## src/rtl/synthesijer_fmul.sv

```systemverilog
// Pipelined floating-point multiplier: flush-to-zero, round-to-nearest-even; nd at edge k -> valid after edge k+4.
// Define FMUL_FLAGS_EN to add the registered {invalid, overflow, underflow, inexact} flags port.
module synthesijer_fmul #(
  parameter int unsigned EXP_W = 8,
  parameter int unsigned MAN_W = 23
) (
  input  logic                     clk,
  input  logic                     reset,
  input  logic [EXP_W+MAN_W:0]     a,
  input  logic [EXP_W+MAN_W:0]     b,
  input  logic                     nd,
  output logic [EXP_W+MAN_W:0]     result,
  output logic                     valid
`ifdef FMUL_FLAGS_EN
  ,
  output logic [3:0]               flags
`endif
);

  localparam int unsigned W      = 1 + EXP_W + MAN_W;
  localparam int unsigned SIG_W  = MAN_W + 1;
  localparam int unsigned SUM_W  = SIG_W + 1;
  localparam int unsigned PROD_W = 2 * MAN_W + 2;
  localparam int unsigned E_W    = EXP_W + 2;
  localparam int unsigned BIAS   = 2 ** (EXP_W - 1) - 1;
  localparam int unsigned EMAX   = 2 ** EXP_W - 1;

  localparam logic [EXP_W-1:0] EXP_ONES = '1;
  localparam logic [W-1:0]     QNAN_C   = {1'b0, EXP_ONES, 1'b1, {(MAN_W-1){1'b0}}};

  // Operand class resolved once; the pack stage only selects on it.
  typedef enum logic [2:0] {
    K_NORM    = 3'd0,
    K_ZERO    = 3'd1,
    K_INF     = 3'd2,
    K_QNAN    = 3'd3,
    K_INVALID = 3'd4
  } kind_e;

  logic               s1_vld_q, s2_vld_q, s3_vld_q, s4_vld_q, valid_q;
  logic               s1_sign_d, s1_sign_q, s2_sign_q, s3_sign_q, s4_sign_q;
  kind_e              s1_kind_d, s1_kind_q, s2_kind_q, s3_kind_q, s4_kind_q;
  logic [EXP_W-1:0]   s1_ea_d, s1_eb_d, s1_ea_q, s1_eb_q;
  logic [MAN_W-1:0]   s1_fa_d, s1_fb_d, s1_fa_q, s1_fb_q;
  logic [PROD_W-1:0]  s2_prod_d, s2_prod_q;
  logic [E_W-1:0]     s2_exp_d, s2_exp_q, s3_exp_d, s3_exp_q, s4_exp_d, s4_exp_q;
  logic [PROD_W-1:0]  norm;
  logic [SIG_W-1:0]   s3_sig_d, s3_sig_q;
  logic               s3_guard_d, s3_guard_q, s3_sticky_d, s3_sticky_q;
  logic [SUM_W-1:0]   rnd_sum;
  logic               rnd_up, rnd_carry;
  logic [MAN_W-1:0]   s4_frac_d, s4_frac_q;
  logic               ovf, unf;
  logic [W-1:0]       result_d, result_q;
  logic               a_zero, b_zero, a_inf, b_inf, a_nan, b_nan;

  // S1: unpack and classify
  always_comb begin
    s1_ea_d   = a[MAN_W +: EXP_W];
    s1_eb_d   = b[MAN_W +: EXP_W];
    s1_fa_d   = a[MAN_W-1:0];
    s1_fb_d   = b[MAN_W-1:0];
    s1_sign_d = a[W-1] ^ b[W-1];
    a_zero    = (s1_ea_d == '0);
    b_zero    = (s1_eb_d == '0);
    a_inf     = (&s1_ea_d) && (s1_fa_d == '0);
    b_inf     = (&s1_eb_d) && (s1_fb_d == '0);
    a_nan     = (&s1_ea_d) && (s1_fa_d != '0);
    b_nan     = (&s1_eb_d) && (s1_fb_d != '0);
    s1_kind_d = K_NORM;
    if (a_nan || b_nan)                           s1_kind_d = K_QNAN;
    else if ((a_inf && b_zero) || (b_inf && a_zero)) s1_kind_d = K_INVALID;
    else if (a_inf || b_inf)                      s1_kind_d = K_INF;
    else if (a_zero || b_zero)                    s1_kind_d = K_ZERO;
  end

  // S2: significand multiply and biased exponent sum
  always_comb begin
    s2_prod_d = PROD_W'({1'b1, s1_fa_q}) * PROD_W'({1'b1, s1_fb_q});
    s2_exp_d  = {2'b00, s1_ea_q} + {2'b00, s1_eb_q} - E_W'(BIAS);
  end

  // S3: normalise so the leading one sits at the top; split off guard and sticky
  always_comb begin
    norm        = s2_prod_q[PROD_W-1] ? s2_prod_q : (s2_prod_q << 1);
    s3_sig_d    = norm[PROD_W-1 -: SIG_W];
    s3_guard_d  = norm[PROD_W-1-SIG_W];
    s3_sticky_d = |norm[PROD_W-2-SIG_W:0];
    s3_exp_d    = s2_exp_q + E_W'(s2_prod_q[PROD_W-1]);
  end

  // S3 round: nearest-even, a carry out renormalises to 1.000...
  always_comb begin
    rnd_up    = s3_guard_q & (s3_sticky_q | s3_sig_q[0]);
    rnd_sum   = {1'b0, s3_sig_q} + SUM_W'(rnd_up);
    rnd_carry = rnd_sum[SIG_W];
    s4_frac_d = rnd_carry ? rnd_sum[MAN_W:1] : rnd_sum[MAN_W-1:0];
    s4_exp_d  = s3_exp_q + E_W'(rnd_carry);
  end

  // S4: range check, special-case select and pack
  always_comb begin
    ovf      = !s4_exp_q[E_W-1] && (s4_exp_q >= E_W'(EMAX));
    unf      = s4_exp_q[E_W-1] || (s4_exp_q == '0);
    result_d = '0;
    case (s4_kind_q)
      K_QNAN, K_INVALID: result_d = QNAN_C;
      K_INF:             result_d = {s4_sign_q, EXP_ONES, {MAN_W{1'b0}}};
      K_ZERO:            result_d = {s4_sign_q, {(EXP_W+MAN_W){1'b0}}};
      default: begin
        if (ovf)      result_d = {s4_sign_q, EXP_ONES, {MAN_W{1'b0}}};
        else if (unf) result_d = {s4_sign_q, {(EXP_W+MAN_W){1'b0}}};
        else          result_d = {s4_sign_q, s4_exp_q[EXP_W-1:0], s4_frac_q};
      end
    endcase
  end

  // Tokens always advance; data registers load only behind a live token
  always_ff @(posedge clk or posedge reset) begin
    if (reset) begin
      s1_vld_q    <= 1'b0;
      s2_vld_q    <= 1'b0;
      s3_vld_q    <= 1'b0;
      s4_vld_q    <= 1'b0;
      valid_q     <= 1'b0;
      s1_sign_q   <= 1'b0;
      s2_sign_q   <= 1'b0;
      s3_sign_q   <= 1'b0;
      s4_sign_q   <= 1'b0;
      s1_kind_q   <= K_NORM;
      s2_kind_q   <= K_NORM;
      s3_kind_q   <= K_NORM;
      s4_kind_q   <= K_NORM;
      s1_ea_q     <= '0;
      s1_eb_q     <= '0;
      s1_fa_q     <= '0;
      s1_fb_q     <= '0;
      s2_prod_q   <= '0;
      s2_exp_q    <= '0;
      s3_exp_q    <= '0;
      s3_sig_q    <= '0;
      s3_guard_q  <= 1'b0;
      s3_sticky_q <= 1'b0;
      s4_exp_q    <= '0;
      s4_frac_q   <= '0;
      result_q    <= '0;
    end else begin
      s1_vld_q <= nd;
      s2_vld_q <= s1_vld_q;
      s3_vld_q <= s2_vld_q;
      s4_vld_q <= s3_vld_q;
      valid_q  <= s4_vld_q;
      if (nd) begin
        s1_sign_q <= s1_sign_d;
        s1_kind_q <= s1_kind_d;
        s1_ea_q   <= s1_ea_d;
        s1_eb_q   <= s1_eb_d;
        s1_fa_q   <= s1_fa_d;
        s1_fb_q   <= s1_fb_d;
      end
      if (s1_vld_q) begin
        s2_sign_q <= s1_sign_q;
        s2_kind_q <= s1_kind_q;
        s2_prod_q <= s2_prod_d;
        s2_exp_q  <= s2_exp_d;
      end
      if (s2_vld_q) begin
        s3_sign_q   <= s2_sign_q;
        s3_kind_q   <= s2_kind_q;
        s3_sig_q    <= s3_sig_d;
        s3_guard_q  <= s3_guard_d;
        s3_sticky_q <= s3_sticky_d;
        s3_exp_q    <= s3_exp_d;
      end
      if (s3_vld_q) begin
        s4_sign_q <= s3_sign_q;
        s4_kind_q <= s3_kind_q;
        s4_frac_q <= s4_frac_d;
        s4_exp_q  <= s4_exp_d;
      end
      if (s4_vld_q) begin
        result_q <= result_d;
      end
    end
  end

  assign result = result_q;
  assign valid  = valid_q;

`ifdef FMUL_FLAGS_EN
  logic       s4_inexact_d, s4_inexact_q, norm_k;
  logic [3:0] flags_d, flags_q;

  always_comb begin
    s4_inexact_d = s3_guard_q | s3_sticky_q;
    norm_k       = (s4_kind_q == K_NORM);
    flags_d      = {s4_kind_q == K_INVALID, norm_k & ovf, norm_k & unf,
                    norm_k & (ovf | unf | s4_inexact_q)};
  end

  always_ff @(posedge clk or posedge reset) begin
    if (reset) begin
      s4_inexact_q <= 1'b0;
      flags_q      <= '0;
    end else begin
      if (s3_vld_q) s4_inexact_q <= s4_inexact_d;
      if (s4_vld_q) flags_q      <= flags_d;
    end
  end

  assign flags = flags_q;
`endif

endmodule

```

## config.mk

```make
export PLATFORM = sky130hd
export DESIGN_NAME = synthesijer_fmul
export DESIGN_NICKNAME = d
export VERILOG_FILES = /design/src/rtl/synthesijer_fmul.sv
export SDC_FILE = /design/constraint.sdc
export NUM_CORES = 2
export LEC_CHECK = 0
export ABC_AREA = 1
export BUFFER_PORTS_ARGS = -buffer_cell sky130_fd_sc_hd__buf_2
export CAP_MARGIN = 20
export CELL_PAD_IN_SITES_DETAIL_PLACEMENT = 1
export CELL_PAD_IN_SITES_GLOBAL_PLACEMENT = 2
export CORE_ASPECT_RATIO = 0.9
export CORE_MARGIN = 1
export CORE_UTILIZATION = 40
export CTS_BUF_LIST = sky130_fd_sc_hd__clkbuf_16
export DETAILED_ROUTE_END_ITERATION = 7
export PLACE_DENSITY = 0.95
export SLEW_MARGIN = 25
export SYNTH_ARGS = -nofsm -noshare
export SYNTH_HDL_FRONTEND = slang
export SYNTH_SLANG_ARGS = --single-unit
```

## constraint.sdc

```tcl
create_clock -name clk -period 10.8 [get_ports clk]
set_clock_uncertainty 0.05 [all_clocks]
set_input_delay 0.54 -clock clk [delete_from_list [all_inputs] [get_ports clk]]
set_output_delay 0.54 -clock clk [all_outputs]
set_load 0.1 [all_outputs]
```

==> impl_metrics.ini <==
[run_status]
outcome = complete, no violations

[placement]
dp_hpwl_um = 74200
dp.cells = 5158
gp_congestion = 0.879
port_buffers = 99

[floorplan]
initial_core_util_pct = 40.4
core-area_um2 = 77800
rows = 97
die_w_um = 298
io-pin-count = 100
fp.dieH_um = 268
dieArea_um2 = 79800

[cells_and_area]
multi_input_area_um2 = 20500
nets = 4895
fillers = 9741
drive_gt1_share_pct = 6.69
stdcell_count = 5211
diodes = 0
areaGrowthSynthToFinish_pct = 8.16
final-seq-area_um2 = 6060

[global_routing]
grt_pass1_wl_um = 153000
grt_pass1_vias = 28100
antenna_found_initial = 1
grt_max_degree = 120
grt_remaining_overflow = 0
grt.total_usage_pct = 24.4

[worst_setup_path]
cp_cell_sequence = nand2_1 > inv_1 > fa_1 > fa_1 > inv_1 > fa_1 > fa_1 > inv_1 > fa_1 > fa_1 > inv_1 > fa_1 > inv_1 > ha_1 > nand2_1 > inv_1 > nand2_1 > nand2_1 > a21oi_1 > nand3_2 > xnor2_1 > o21ai_1
crit_path_end_kind = flip-flop
critPathArrivalTime_ns = 7.28
crit_type = flip-flop to flip-flop
required_ns = 11.21
crit_family = adder cells
cp_slowest_cell = dfrtp_1
critPathMaxFanout = 25
cpPeakStageDelay_ns = 1.02
cp_common_cell = fa_1
crit_buf_inv = 6
cp-start-kind = flip-flop

[synthesis]
synth_cells = 4122
synth_edf_count = 0
syn_area_um2 = 31500
syn_nets = 4866
synthArstFlopShare_pct = 100
synth-main-ff-cell = dfrtp_1
synthTopCellsByArea = fa_1 31%, dfrtp_1 19%, nand2_1 15%
netlist.area_leader.share_pct = 30.7
synth_largest_area_cell = fa_1
synth.top_cells.by_count = 1246 x nand2_1, 1115 x inv_1, 483 x fa_1
synth_cell_types = 46
postSynthAreaPerCell_um2 = 7.63
synth.ff_latch_count = 242
yosysWarnings = 0
synth_most_common_cell = nand2_1
seq_area_frac_synth_pct = 19.3

[clocking]
clock_latency_ns = 0.61
root_buffer = clkbuf_16
clockBufferDepth = 3
ctsHoldBuffers = 0
clkSinkCount = 242
htreeDepth = 1
cts.clk_slew.worst_paths_ns = 0.06
cts_buffers = 30
cts_setup_buffers = 0
ctsResizeCount = 0
cts_tree = built

[drt]
drtIter0Drc = 1302
wl_um = 94900
via_count = 25500
viasPerCell = 4.89
post_drt_wl_per_cell_um = 18.2
ant_nets = 0
dr.pass1.iters = 5
drcViolationCount = 0

[timing]
slew_viol_final = 0
tightest_slew_ns = 1.10
rsz0062_at_grt = no
fin_crit_ns = 6.86
slew_headroom_pct = 26.5
hold_viol = 0
setup_violations = 0
max_freq_ghz = 0.146
period_share_pct = 63.5
fin_tns_setup_ns = 0

[flow_run]
maxCapViolations = 0

[hold_path]
hp-class = input port to async pin
cell families (layout without fill, tap and decap cells):
kind of cell | after synthesis | count (layout) | share of synthesized area (%)
AOI/OAI and AO/OA | 256 | 256 | 4.37
muxes | 1 | 1 | 0.0318
DFF | 242 | 242 | 19.3
xor gates and xnor gates | 47 | 47 | 1.31
and+or+nand+nor | 1615 | 1615 | 21.1
adders and majority gates | 677 | 677 | 38.5
buffers and inverters | 1284 | 1334 | 15.4
placed cells by master (no fill, tap or decap), drive strengths merged:
master    synthesis  layout
nand2          1261    1261
inv            1132    1135
fa              483     483
dfrtp           242     242
ha              194     194
nor2            149     149
buf              15     146
o21ai           144     144
nand3           137     137
a21oi            84      84
clkbuf          134      30
nand4            27      27
xor2             24      24
xnor2            23      23
nor3             19      19
clkinv            3      16
nor4             10      10
o22ai             9       9
o21bai            7       7
o211ai            6       6
or2               6       6
nand3b            4       4
bufinv            0       4
clkinvlp          0       3
a21o              2       2
o211a             1       1
o31ai             1       1
a31oi             1       1
nor3b             1       1
mux2i             1       1
and3              1       1
a41oi             1       1
metal layers:
metal	track usage, %	wire length [um]	up-vias
met3	4.28	5790	150
met2	40.7	43700	599
met1	33.1	43200	12800
met4	5.93	2240	0
met5	0	0	-
li1	-	-	11900
registers in the layout, summed over array words and instances, names as in the netlist, 3 cells and up:
signal     cells
s1_fb_q       23
s2_exp_q      10
s4_frac_q     23
s1_fa_q       23
s3_sig_q      24
s1_eb_q        8
s1_ea_q        8
s3_kind_q      3
s3_exp_q      10
s4_kind_q      3
s4_exp_q      10
result        32
s1_kind_q      3
s2_kind_q      3
s2_prod_q     48
worst reg2reg max path, cell delays in order (launching register included):
cell and delay (ns):
dfrtp_1 1.02, nand2_1 0.19, inv_1 0.14, fa_1 0.49, fa_1 0.60, inv_1 0.07, fa_1 0.53, fa_1 0.55
inv_1 0.08, fa_1 0.49, fa_1 0.49, inv_1 0.05, fa_1 0.47, inv_1 0.04, ha_1 0.34, nand2_1 0.16
inv_1 0.06, nand2_1 0.06, nand2_1 0.07, a21oi_1 0.20, nand3_2 0.19, xnor2_1 0.32, o21ai_1 0.09
per-stage QoR:
stage                     worst slack, ns  util (%)  hold slack, ns  cell area [um2]
after floorplan                      3.57         -           0.299            31500
after global placement               4.04      42.4           0.405            33000
after CTS                            3.95      43.7          0.0576            34000
final                                3.94      43.7          0.0577            34000
after detailed placement             3.94      42.4           0.410            33000
after global routing                 3.55      43.7           0.100            34000
final timing paths:
path | startpoint | endpoint | slack, ns | cells after the start
max | s1_fb_q[1]$_DFFE_PP0P_ | s2_prod_q[28]$_DFFE_PP0P_ | 3.94 | 22
min reg2reg | result[11]$_DFFE_PP0P_ | result[11]$_DFFE_PP0P_ | 0.42 | 2
min | reset | result[4]$_DFFE_PP0P_ | 0.06 | 2
max in group asynchronous | reset | s1_vld_q$_DFF_PP0_ | 9.23 | 3
max reg2reg | s1_fb_q[1]$_DFFE_PP0P_ | s2_prod_q[28]$_DFFE_PP0P_ | 3.94 | 22
min in group clk | b[9] | s1_fb_q[9]$_DFFE_PP0P_ | 0.10 | 3
layout make-up:
cell class,count,area share [%]
Multi-Input combinational cell,2596,60.4
Sequential cell,242,17.8
Inverter,1135,12.6
Tap cell,1039,3.82
Timing Repair Buffer,146,2.50
Clock buffer,30,2.21
Clock inverter,23,0.714
Power is not shown: default switching activity piles up to over one toggle a cycle in this logic, so the estimate is an artifact.
